File: src/rtl/d2_uop_sequencer.sv
// D2 micro-op sequencer: selects the control-store address source, counts the
// micro-ops of a macro-instruction, squashes on interrupt/REPNE termination and
// flags runaway sequences that exceed MAX_UOPS.
module d2_uop_sequencer #(
    parameter int unsigned UADDR_W  = 8,
    parameter int unsigned MAX_UOPS = 8,
    parameter int unsigned CNT_W    = 3
) (
    input  logic               clk,
    input  logic               reset,
    input  logic               d2_v,
    input  logic               ld_d2,
    input  logic [UADDR_W-1:0] decode_addr,
    input  logic               decode_op_size,
    input  logic [UADDR_W-1:0] cs_next_uaddr,
    input  logic               cs_uop_stall,
    input  logic               int_exist,
    input  logic               repne_terminate,
    output logic [UADDR_W-1:0] cs_addr,
    output logic               cs_op_size,
    output logic               sel_uop,
    output logic [CNT_W-1:0]   uop_idx,
    output logic               uop_stall_out,
    output logic               uop_last,
    output logic               seq_fault
);

    typedef enum logic {
        IDLE = 1'b0,
        SEQ  = 1'b1
    } state_t;

    localparam logic [CNT_W-1:0] LAST_IDX = CNT_W'(MAX_UOPS - 1);

    state_t             state_q, state_d;
    logic [UADDR_W-1:0] saved_uaddr_q, saved_uaddr_d;
    logic [CNT_W-1:0]   uop_idx_q, uop_idx_d;
    logic               seq_fault_q, seq_fault_d;

    logic squash;
    logic cont;

    // Next-state logic and combinational outputs; state only advances on ld_d2.
    always_comb begin
        state_d       = state_q;
        saved_uaddr_d = saved_uaddr_q;
        uop_idx_d     = uop_idx_q;
        seq_fault_d   = 1'b0;

        squash = int_exist | repne_terminate;
        cont   = d2_v & cs_uop_stall & ~squash;

        if (ld_d2) begin
            case (state_q)
                IDLE: begin
                    if (cont) begin
                        state_d       = SEQ;
                        saved_uaddr_d = cs_next_uaddr;
                        uop_idx_d     = CNT_W'(1);
                    end else begin
                        uop_idx_d     = '0;
                    end
                end
                SEQ: begin
                    if (cont && (uop_idx_q != LAST_IDX)) begin
                        saved_uaddr_d = cs_next_uaddr;
                        uop_idx_d     = uop_idx_q + CNT_W'(1);
                    end else begin
                        // Either the sequence ended normally/was squashed, or it ran
                        // past the micro-op budget and is forcibly terminated.
                        state_d     = IDLE;
                        uop_idx_d   = '0;
                        seq_fault_d = cont;
                    end
                end
                default: begin
                    state_d   = IDLE;
                    uop_idx_d = '0;
                end
            endcase
        end

        sel_uop       = (state_q == SEQ);
        cs_addr       = sel_uop ? saved_uaddr_q : decode_addr;
        cs_op_size    = sel_uop ? 1'b0 : decode_op_size;
        uop_stall_out = cont;
        uop_last      = d2_v & ~cont;
        uop_idx       = uop_idx_q;
        seq_fault     = seq_fault_q;
    end

    // State, saved micro-address, index and fault pulse registers.
    always_ff @(posedge clk) begin
        if (reset) begin
            state_q       <= IDLE;
            saved_uaddr_q <= '0;
            uop_idx_q     <= '0;
            seq_fault_q   <= 1'b0;
        end else begin
            state_q       <= state_d;
            saved_uaddr_q <= saved_uaddr_d;
            uop_idx_q     <= uop_idx_d;
            seq_fault_q   <= seq_fault_d;
        end
    end

endmodule

File: config.mk
export PLATFORM = sky130hd
export DESIGN_NAME = d2_uop_sequencer
export DESIGN_NICKNAME = d
export VERILOG_FILES = /design/src/rtl/d2_uop_sequencer.sv
export SDC_FILE = /design/constraint.sdc
export NUM_CORES = 1
export LEC_CHECK = 0
export CAP_MARGIN = 20
export CORE_MARGIN = 2
export CORE_UTILIZATION = 37
export DETAILED_ROUTE_END_ITERATION = 16
export PLACE_DENSITY = 0.77
export SYNTH_ARGS = -nofsm -noshare
export SYNTH_HDL_FRONTEND = slang
export SYNTH_SLANG_ARGS = --single-unit
File: constraint.sdc
create_clock -name clk -period 1.6 [get_ports clk]
set_input_delay 0.16 -clock clk [delete_from_list [all_inputs] [get_ports clk]]
set_output_delay 0.16 -clock clk [all_outputs]
set_load 0.03 [all_outputs]
==> results.cfg <==
[worst_setup_path]
worst-path-buf-inv = 1
crit_arrival_ns = 1.36
cp_data_required_time_ns = 1.44
critPathMaxFanout = 4
crit_slowest_cell = clkdlybuf4s50_1
cp_top_family = buffers and inverters
worst-setup-path-type = reg -> out
max_stage_delay_ns = 0.70
crit_path_cell_trace = clkdlybuf4s50_1
start_kind = flip-flop
cp-end-kind = output port

[logic_synthesis]
syn-cell-area_um2 = 726
synth_top_area_cell = dfxtp_1
synth_cell_type_count = 20
synth-seq-cells = 13
syn_nets = 100
postSynthCellCount = 74
yosys_warnings = 0
synth_top_area_share_pct = 35.9
ys_seq_area_share_pct = 35.9
synth.area.top_cells = dfxtp_1 (36%), nand2b_1 (17%), mux2_2 (12%)
postSynthAreaPerCell_um2 = 9.81

[global_routing]
grt_max_degree = 24
gr-total-overflow = 0
grt_pass1_vias = 563
antenna_found_initial = 0
met2_usage_pct = 24.2
grt_pass1_wl_um = 2280
grtUsageMet1_pct = 17.4
grtUsageTotal_pct = 13.7
busiest_layer = met2
grt_use_met3_pct = 2.22

[power]
intPower_mw = 0.516
power_switching_mw = 0.176
pwr-share-comb_pct = 23.2
power_frac_clock_pct = 29.3
vdd_drop_max_mv = 0.381
p_leak_nw = 0.454
power_mw = 0.691
power_frac_seq_pct = 47.5
switching_share_pct = 25.4
p_per_area_mw_per_mm2 = 599

[route]
drt-total-wl_um = 1620
drtAntennaViolNets = 0
viasPerCell = 4.60
route.detailed.drc = 0
dr.pass1.iters = 4
drtIter0Drc = 2
wl_per_cell_um = 11.3
num_vias = 663

[die]
die-area_mm2 = 0.00233
start_util_pct = 38.2
die_x_um = 48.3
num_io_pins = 40
rows = 16
die_h_um = 48.3
core_area_mm2 = 0.00190

[run_status]
status = completed

[clock_tree]
post_cts_buffers = 0
cts_root_buf = clkbuf_4
ctsHtreeMaxLevel = 1
cts_sinks = 13
clock_latency_ns = 0.27
clk_pin_slew_ns = 0.08
cts_inserted_buffers = 3
clock_path_buffers = 2
tritoncts = done

[timing]
finalHoldViolations = 0
tightest_slew_ns = 0.323
slew_headroom_pct = 78.4
maxSlewViolCount = 0
rsz0062_at_grt = false
layout_min_cycle_time_ns = 1.52
fmax_mhz = 657
finalSetupViolCount = 0
finClkSkew_ns = 0.000971
fin_crit_sh_pct = 95.1

[final_layout]
layout-drive-gt1-share_pct = 23.9
areaGrowthSynthToFinish_pct = 59.0
fin_util_pct = 60.7
nets = 144
antenna_cells = 0

[min_path]
hold_path_class = in -> reg

[placement]
portBuffers = 39
dp.final_hpwl_um = 1360
gp_congestion = 0.749

[run]
maxCapViolCount = 0
## path summary, 6_finish.rpt
kind | cells after the start | slack (ns) | from | endpoint
worst max register to register | 5 | 0.12 | uop_idx[0]$_SDFFE_PP0P_ | saved_uaddr_q[3]$_SDFFE_PP0P_
worst min register to register | 2 | 0.48 | saved_uaddr_q[0]$_SDFFE_PP0P_ | saved_uaddr_q[0]$_SDFFE_PP0P_
worst max-delay path | 1 | 0.08 | uop_idx[0]$_SDFFE_PP0P_ | uop_idx[0]
worst min-delay path | 3 | 0.45 | cs_next_uaddr[1] | saved_uaddr_q[1]$_SDFFE_PP0P_
## cell usage in the layout, fill, tap and decap left out, drive strengths merged
cell / n
a21oi: 2
and3: 1
buf: 14
clkbuf: 5
clkdlybuf4s50: 27
dfxtp: 13
dlygate4sd2: 2
dlymetal6s2s: 1
ha: 2
inv: 2
mux2: 8
mux2i: 8
nand2: 2
nand2b: 20
nand3: 2
nand4b: 1
nor2b: 2
nor3: 1
nor4bb: 1
o21ai: 1
o32ai: 2
## flip-flops by register name (all words and copies together) (netlist names)
signal         count
sel_uop            1
seq_fault          1
uop_idx            3
saved_uaddr_q      8
## logic make-up (layout without fill, tap and decap cells)
logic type               count (synthesis)  count (layout)  share of synthesized area [%]
multiplexers                            16              16                           23.4
AO/OA/AOI/OAI                            5               5                           4.48
buffers and inverters                    8              51                           6.55
AND/OR/NAND/NOR                         30              30                           26.2
adder cells (fa/ha/maj)                  2               2                           3.45
flip-flops                              13              13                           35.9
## final cells by class
type | instances | area [um^2]
repair buffers | 45 | 393
inverters | 2 | 7.51
flip-flops and latches | 13 | 260
clock buffers | 4 | 26.3
fillers | 170 | 748
multi-input cells | 53 | 433
well taps | 27 | 33.8
## through the flow
step           std cells  instance area [um^2]  setup WS, ns  hold slack (ns)  setup TNS (ns)
2_1_floorplan         74                   726        0.0904            0.315               0
3_3_place_gp         140                  1150        -0.166            0.457          -0.759
3_5_place_dp         140                  1150        -0.243            0.468           -1.42
4_1_cts              144                  1180      0.000170            0.447               0
5_1_grt              144                  1150     0.0000783            0.460               0
6_report             144                  1150        0.0777            0.453               0
## Yosys cell counts
library cell  instances
a21oi_1               2
buf_2                 2
nand2b_1             20
o21ai_0               1
buf_4                 1
buf_8                 1
nand4b_1              1
and3_4                1
mux2i_1               8
nor4bb_1              1
clkbuf_1              2
ha_1                  2
nand2_1               2
nor3_1                1
nor2b_1               2
nand3_1               2
o32ai_1               2
mux2_2                8
dfxtp_1              13
inv_1                 2
## timing repair
action | CTS | global route
resized for setup | 24 | 19
hold buffers | 0 | 0
setup endpoints to repair | 10 | 12
## tightest hold or removal path: stages
cell             delay, ns
clkdlybuf4s50_1       0.39
nand2b_1              0.07
mux2i_1               0.06
## layer usage
layer	part of all wire (%)	wire [um]
met1	41	669
met2	56	904
met4	0	0
met3	2.9	47
met5	0	0
## power groups by stage
stage / combinational, mW / clock [mW] / sequential [mW]
finish: 0.161 / 0.202 / 0.328
global route: 0.172 / 0.223 / 0.329
CTS: 0.166 / 0.209 / 0.328
detailed placement: 0.172 / 0 / 0.336
global placement: 0.169 / 0 / 0.336
floorplan: 0.0773 / 0 / 0.337
Power figures use the tool's default switching activity.
